### src/rtl/wb_master_arb_if.sv
// Purpose: one Wishbone master-to-slave link (request fields plus read data and ack).
// Latency: pure wiring, no storage.
// Backpressure: stb is held by the master until ack; the slave stalls by withholding ack.
// Signals: wdat/adr/sel/we/stb flow master->slave; rdat/ack flow slave->master.
interface wb_master_arb_if #(
    parameter int DW = 32,
    parameter int AW = 32,
    parameter int SW = 4
);
    logic [DW-1:0] wdat;
    logic [AW-1:0] adr;
    logic [SW-1:0] sel;
    logic          we;
    logic          stb;
    logic [DW-1:0] rdat;
    logic          ack;

    modport master (output wdat, adr, sel, we, stb, input rdat, ack);
    modport slave  (input wdat, adr, sel, we, stb, output rdat, ack);
endinterface

### src/rtl/wb_master_arb.sv
// Purpose: round-robin arbiter giving two Wishbone masters (m0 CPU, m1 DMA/debug) one shared
//          slave port, with a watchdog that force-terminates transfers no slave acknowledges.
// Latency: grant one cycle after stb is seen in IDLE; ack/read data pass through combinationally.
// Backpressure: the losing master is stalled (ack=0) until the winner finishes; one IDLE cycle
//          separates consecutive grants.
// Ports: clk_i/rst_i (sync, active-high); m0/m1 master links (slave modport); s shared bus
//        (master modport); gnt_o one-hot grant; last_o last served master; timeout_o one-cycle
//        pulse on forced termination; err_src_o sticky per-master timeout flags.
module wb_master_arb #(
    parameter int              DW       = 32,
    parameter int              AW       = 32,
    parameter int              SW       = 4,
    parameter int              TIMEOUT  = 255,
    parameter int              CW       = 8,
    parameter logic [DW-1:0]   ERR_DATA = 32'hDEAD_BEEF
) (
    input  logic               clk_i,
    input  logic               rst_i,
    wb_master_arb_if.slave     m0,
    wb_master_arb_if.slave     m1,
    wb_master_arb_if.master    s,
    output logic [1:0]         gnt_o,
    output logic               last_o,
    output logic               timeout_o,
    output logic [1:0]         err_src_o
);

    typedef enum logic [1:0] {IDLE, BUSY, TERM} state_t;

    localparam logic [CW-1:0] WD_LAST = CW'(TIMEOUT - 1);

    state_t        state_q, state_d;
    logic          gnt_q, gnt_d;      // granted master index, valid outside IDLE
    logic          last_d;
    logic [CW-1:0] wdog_q, wdog_d;
    logic [1:0]    err_d;
    logic          gstb;

    // The mux select is the registered grant, so the other master's stb can never
    // steer the shared bus mid-transfer.
    assign gstb = gnt_q ? m1.stb : m0.stb;

    always_comb begin
        state_d   = state_q;
        gnt_d     = gnt_q;
        last_d    = last_o;
        wdog_d    = wdog_q;
        err_d     = err_src_o;
        gnt_o     = 2'b00;
        timeout_o = 1'b0;
        s.wdat    = '0;
        s.adr     = '0;
        s.sel     = '0;
        s.we      = 1'b0;
        s.stb     = 1'b0;
        m0.ack    = 1'b0;
        m0.rdat   = '0;
        m1.ack    = 1'b0;
        m1.rdat   = '0;

        if (state_q != IDLE) begin
            gnt_o = gnt_q ? 2'b10 : 2'b01;
        end

        case (state_q)
            IDLE: begin
                wdog_d = '0;
                if (m0.stb || m1.stb) begin
                    state_d = BUSY;
                    // On a tie the master not served last wins.
                    gnt_d = (m0.stb && m1.stb) ? ~last_o : m1.stb;
                end
            end
            BUSY: begin
                s.wdat = gnt_q ? m1.wdat : m0.wdat;
                s.adr  = gnt_q ? m1.adr  : m0.adr;
                s.sel  = gnt_q ? m1.sel  : m0.sel;
                s.we   = gnt_q ? m1.we   : m0.we;
                s.stb  = gstb;
                if (gnt_q) begin
                    m1.ack  = s.ack;
                    m1.rdat = s.rdat;
                end else begin
                    m0.ack  = s.ack;
                    m0.rdat = s.rdat;
                end
                wdog_d = wdog_q + 1'b1;
                // Ack outranks both abort and watchdog expiry.
                if (s.ack) begin
                    last_d  = gnt_q;
                    state_d = IDLE;
                end else if (!gstb) begin
                    state_d = IDLE;
                end else if (wdog_q == WD_LAST) begin
                    state_d = TERM;
                end
            end
            TERM: begin
                // Bus request already withdrawn; the master gets an error-data ack.
                timeout_o = 1'b1;
                if (gnt_q) begin
                    m1.ack  = 1'b1;
                    m1.rdat = ERR_DATA;
                end else begin
                    m0.ack  = 1'b1;
                    m0.rdat = ERR_DATA;
                end
                wdog_d        = '0;
                err_d[gnt_q]  = 1'b1;
                last_d        = gnt_q;
                state_d       = IDLE;
            end
            default: state_d = IDLE;
        endcase
    end

    always_ff @(posedge clk_i) begin
        if (rst_i) begin
            state_q   <= IDLE;
            gnt_q     <= 1'b0;
            last_o    <= 1'b1;
            wdog_q    <= '0;
            err_src_o <= 2'b00;
        end else begin
            state_q   <= state_d;
            gnt_q     <= gnt_d;
            last_o    <= last_d;
            wdog_q    <= wdog_d;
            err_src_o <= err_d;
        end
    end

endmodule

### src/flat_wrapper.sv
// flat-port wrapper written by rule: the top's interface ports become plain ports
module wb_master_arb_flat 
#(
    parameter int              DW       = 32,
    parameter int              AW       = 32,
    parameter int              SW       = 4,
    parameter int              TIMEOUT  = 255,
    parameter int              CW       = 8,
    parameter logic [DW-1:0]   ERR_DATA = 32'hDEAD_BEEF
)
  (clk_i, rst_i, gnt_o, last_o, timeout_o, err_src_o, m0_wdat, m0_adr, m0_sel, m0_we, m0_stb, m0_rdat, m0_ack, m1_wdat, m1_adr, m1_sel, m1_we, m1_stb, m1_rdat, m1_ack, s_wdat, s_adr, s_sel, s_we, s_stb, s_rdat, s_ack);
  wb_master_arb_if #(.DW(DW), .AW(AW), .SW(SW)) m0_i ();
  wb_master_arb_if #(.DW(DW), .AW(AW), .SW(SW)) m1_i ();
  wb_master_arb_if #(.DW(DW), .AW(AW), .SW(SW)) s_i ();
  input  logic clk_i;
  input  logic rst_i;
  output logic [1:0] gnt_o;
  output logic last_o;
  output logic timeout_o;
  output logic [1:0] err_src_o;
  input wire logic [$bits(m0_i.wdat)-1:0] m0_wdat;
  input wire logic [$bits(m0_i.adr)-1:0] m0_adr;
  input wire logic [$bits(m0_i.sel)-1:0] m0_sel;
  input wire logic [$bits(m0_i.we)-1:0] m0_we;
  input wire logic [$bits(m0_i.stb)-1:0] m0_stb;
  output wire logic [$bits(m0_i.rdat)-1:0] m0_rdat;
  output wire logic [$bits(m0_i.ack)-1:0] m0_ack;
  input wire logic [$bits(m1_i.wdat)-1:0] m1_wdat;
  input wire logic [$bits(m1_i.adr)-1:0] m1_adr;
  input wire logic [$bits(m1_i.sel)-1:0] m1_sel;
  input wire logic [$bits(m1_i.we)-1:0] m1_we;
  input wire logic [$bits(m1_i.stb)-1:0] m1_stb;
  output wire logic [$bits(m1_i.rdat)-1:0] m1_rdat;
  output wire logic [$bits(m1_i.ack)-1:0] m1_ack;
  output wire logic [$bits(s_i.wdat)-1:0] s_wdat;
  output wire logic [$bits(s_i.adr)-1:0] s_adr;
  output wire logic [$bits(s_i.sel)-1:0] s_sel;
  output wire logic [$bits(s_i.we)-1:0] s_we;
  output wire logic [$bits(s_i.stb)-1:0] s_stb;
  input wire logic [$bits(s_i.rdat)-1:0] s_rdat;
  input wire logic [$bits(s_i.ack)-1:0] s_ack;
  assign m0_i.wdat = m0_wdat;
  assign m0_i.adr = m0_adr;
  assign m0_i.sel = m0_sel;
  assign m0_i.we = m0_we;
  assign m0_i.stb = m0_stb;
  assign m0_rdat = m0_i.rdat;
  assign m0_ack = m0_i.ack;
  assign m1_i.wdat = m1_wdat;
  assign m1_i.adr = m1_adr;
  assign m1_i.sel = m1_sel;
  assign m1_i.we = m1_we;
  assign m1_i.stb = m1_stb;
  assign m1_rdat = m1_i.rdat;
  assign m1_ack = m1_i.ack;
  assign s_wdat = s_i.wdat;
  assign s_adr = s_i.adr;
  assign s_sel = s_i.sel;
  assign s_we = s_i.we;
  assign s_stb = s_i.stb;
  assign s_i.rdat = s_rdat;
  assign s_i.ack = s_ack;
  wb_master_arb #(.DW(DW), .AW(AW), .SW(SW), .TIMEOUT(TIMEOUT), .CW(CW), .ERR_DATA(ERR_DATA)) u_core (.clk_i(clk_i), .rst_i(rst_i), .m0(m0_i), .m1(m1_i), .s(s_i), .gnt_o(gnt_o), .last_o(last_o), .timeout_o(timeout_o), .err_src_o(err_src_o));
endmodule
### config.mk
export PLATFORM = sky130hd
export DESIGN_NAME = wb_master_arb_flat
export DESIGN_NICKNAME = d
export VERILOG_FILES = /design/src/rtl/wb_master_arb_if.sv /design/src/rtl/wb_master_arb.sv /design/src/flat_wrapper.sv
export SDC_FILE = /design/constraint.sdc
export NUM_CORES = 1
export LEC_CHECK = 0
export ABC_AREA = 1
export CAP_MARGIN = 5
export CELL_PAD_IN_SITES_DETAIL_PLACEMENT = 0
export CELL_PAD_IN_SITES_GLOBAL_PLACEMENT = 1
export CORE_AREA = 2 2 131 133
export DETAILED_ROUTE_END_ITERATION = 10
export DIE_AREA = 0 0 133 135
export PLACE_DENSITY_LB_ADDON = 0.1
export RECOVER_POWER = 25
export SLEW_MARGIN = 20
export SYNTH_ARGS = -nofsm -noshare
export SYNTH_HDL_FRONTEND = slang
export SYNTH_SLANG_ARGS = --single-unit
### constraint.sdc
create_clock -name clk_i -period 1.9 [get_ports clk_i]
set_input_delay 0.38 -clock clk_i [delete_from_list [all_inputs] [get_ports clk_i]]
set_output_delay 0.38 -clock clk_i [all_outputs]
set_load 0.01 [all_outputs]
==> out/results.txt <==
status: finished with violations
failing checks: setup timing
non-filler cells in the finished layout: 887
final core occ: 38.2%
first-pass GRT wire length: 24,900 microns
Fill cells: 1,679
WL per Instance: 20.2 microns
Total GRT Usage: 18.2%
Critical Path RT: 1.52 ns
Avg Inst Size Synth: 6.34 sq um
die width: 133 microns
vias in the first global route: 3,592
CP Class: flip-flop to primary output
Syn Nets: 513
asr flop ratio synth: 0%
Synth top area share: 28.7%
RSZ-0062 raised after global routing: yes
Worst R2R Path Depth: 8
flop-to-flop setup slack: 0.19 ns
routability cong.: 0.835
Port Buffer Count: 316
area delta synth->final: 198%
H-tree level count: 1
Area after DPL: 5600 sq um
final setup skew: 0.00328 ns
Clock Path Buffers: 2
fmax: 493 MHz
Synth Instances: 332
clock latency on the worst-skew pair: 0.24 ns
pin count of the biggest net entering global routing: 26
Worst Slack Setup Final: -0.130 ns
CTS tree: yes
Root Driver: clkbuf_16
r2r startpoint: u_core.state_q[0]
Peak VDD IR: 0.420 mV
Commonest cells post-synth: 73 x nand2_1, 69 x a22o_1, 58 x a21oi_1
Worst Setup SP: u_core.state_q[1]
Final Hold Viols: 0
Placed Cells incl. Taps: 858
antenna diode count: 0
post-route clock period utilization: 107%
Reg clk slew, reported paths: 0.05 ns
DRC: 0
DRT iter0 DRCs: 127
mapped cell area: 2100 sq um
CTS buffer count: 3
yosys warns: 0
via count: 3,806
routed vias/inst: 4.29
final setup vio count: 129
GR Overflow Total: 0
Final min period: 2.03 ns
CP Launch Type: flip-flop
# IOs: 317
Leak: 0.00270 uW
Initial Util: 12.8%
Crit Reg-Reg Endpoint: u_core.wdog_q[1]
setup TNS: -7.72 ns
num rows: 47
Total Routed Length: 17,900 microns
EDFF count, synth: 0
CTS sink count: 14
CP Capture Point: m1_rdat[18]
maximum net fanout on the critical path: 7
pwr dens: 412 nW/um^2
dominant cell by count in the synthesized netlist: nand2_1
share of cells above drive strength 1: 40.2%
max cap viols: 0
CP Capture Type: primary output
DRT Pass-1 Iters: 5
Detail Route Antenna Nets: 0
CP arrival: 1.65 ns
Core Area: 16,400 sq um
initial antenna violation count: 0
predominant post-synthesis flop cell: dfxtp_1
FF+latch count, synth: 14
post-synth top area cell: a22o_1
Worst-Margin Slew: 0.301 ns
HPWL after DPL: 13,200 microns
sequential share of the synthesized area: 13.3%
Final Max Slew Viols: 0
top cells by area, synth: a22o_1 29%, a21oi_1 14%, dfxtp_1 13%
post-synth cell types: 23
design area: 6270 sq um
hold crit path type: flip-flop to flip-flop
nets@finish: 849
die height: 135 microns
relative slew slack: 79.9%
Die Area: 18,000 sq um
-- repair_timing --
item                       in CTS  in global routing
gates resized for setup       637                 85
pin swaps                      27                  5
buffers inserted                8                  3
hold buffers                    0                  0
setup endpoints to repair     139                137
gates cloned                   13                  6
-- cells by family after synthesis --
| kind of cell | Yosys count | share of synthesized area, % |
|---|---|---|
| adder cells (fa/ha/maj) | 6 | 3.57 |
| AO/OA/AOI/OAI | 136 | 45.8 |
| buffers and inverters | 60 | 14.6 |
| AND/OR/NAND/NOR | 116 | 22.7 |
| flip-flops | 14 | 13.3 |
-- worst min-delay path by stage --
stage,slack (ns),end,cells past startpoint,from
floorplan,0.43,u_core.wdog_q[7],2,u_core.wdog_q[7]
global placement,0.44,u_core.wdog_q[7],2,u_core.wdog_q[7]
detailed placement,0.44,u_core.wdog_q[7],2,u_core.wdog_q[7]
CTS,0.45,u_core.wdog_q[7],2,u_core.wdog_q[7]
global route,0.46,u_core.wdog_q[7],2,u_core.wdog_q[7]
finish,0.45,u_core.err_src_o[0],2,u_core.err_src_o[0]
-- state kept, by name (all words and copies together) (netlist names) --
register          flops
u_core.err_src_o      2
u_core.state_q        2
u_core.wdog_q         8
u_core.last_o         1
u_core.gnt_q          1
-- critical path, cell delays in order, from the launching register on --
cell,delay [ns]
dfxtp_2,0.33
inv_2,0.05
buf_6,0.11
ha_4,0.34
clkinv_8,0.12
clkbuf_16,0.19
a21oi_2,0.10
buf_2,0.15
-- final cells by class --
class	count	area [sq um]	share of cell area, %
well taps	220	275	4.39
clock buffers	4	88.8	1.42
repair buffers	362	3640	58.1
flip-flops and latches	14	287	4.57
inverters	29	131	2.10
multi-input cells	258	1840	29.4
-- through the flow --
step                setup slack (ns)  total power [uW]  hold WS, ns
finish                        -0.130              2580        0.450
CTS                           -0.150              2480        0.451
detailed placement            -0.418              1800        0.443
floorplan                      0.152               871        0.425
global route                  -0.200              2720        0.465
global placement              -0.357              1800        0.437
-- power breakdown --
group	total, uW	internal (uW)	leakage [uW]	switching (uW)
Combinational	1820	1030	0.00254	791
Sequential	325	309	0.000115	15.8
Clock	440	319	0.0000442	121
-- layer usage --
layer | vias to the layer above | global-route usage, % | wire length [microns]
met5 | - | 0 | 0
met4 | 0 | 2.81 | 229
met3 | 14 | 3.87 | 1180
met2 | 139 | 35.7 | 9860
met1 | 1794 | 20.4 | 6620
li1 | 1859 | - | -
-- cell usage in the layout, fill, tap and decap left out, drive strengths merged --
cell / netlist / final
dlygate4sd2: 0 / 2
nor3: 18 / 18
buf: 28 / 162
dfxtp: 14 / 14
clkbuf: 3 / 11
nor2: 18 / 18
inv: 29 / 28
nand3: 5 / 5
o211ai: 1 / 1
or2: 2 / 2
o21a: 1 / 1
a211oi: 1 / 1
ha: 6 / 6
clkdlybuf4s15: 0 / 13
clkdlybuf4s50: 0 / 176
dlygate4sd3: 0 / 1
nand2: 73 / 73
clkinv: 0 / 1
a22o: 69 / 69
a31oi: 1 / 1
o21ai: 4 / 4
a21oi: 59 / 59
dlymetal6s2s: 0 / 1
No activity file was read; power rests on OpenSTA's default activity.
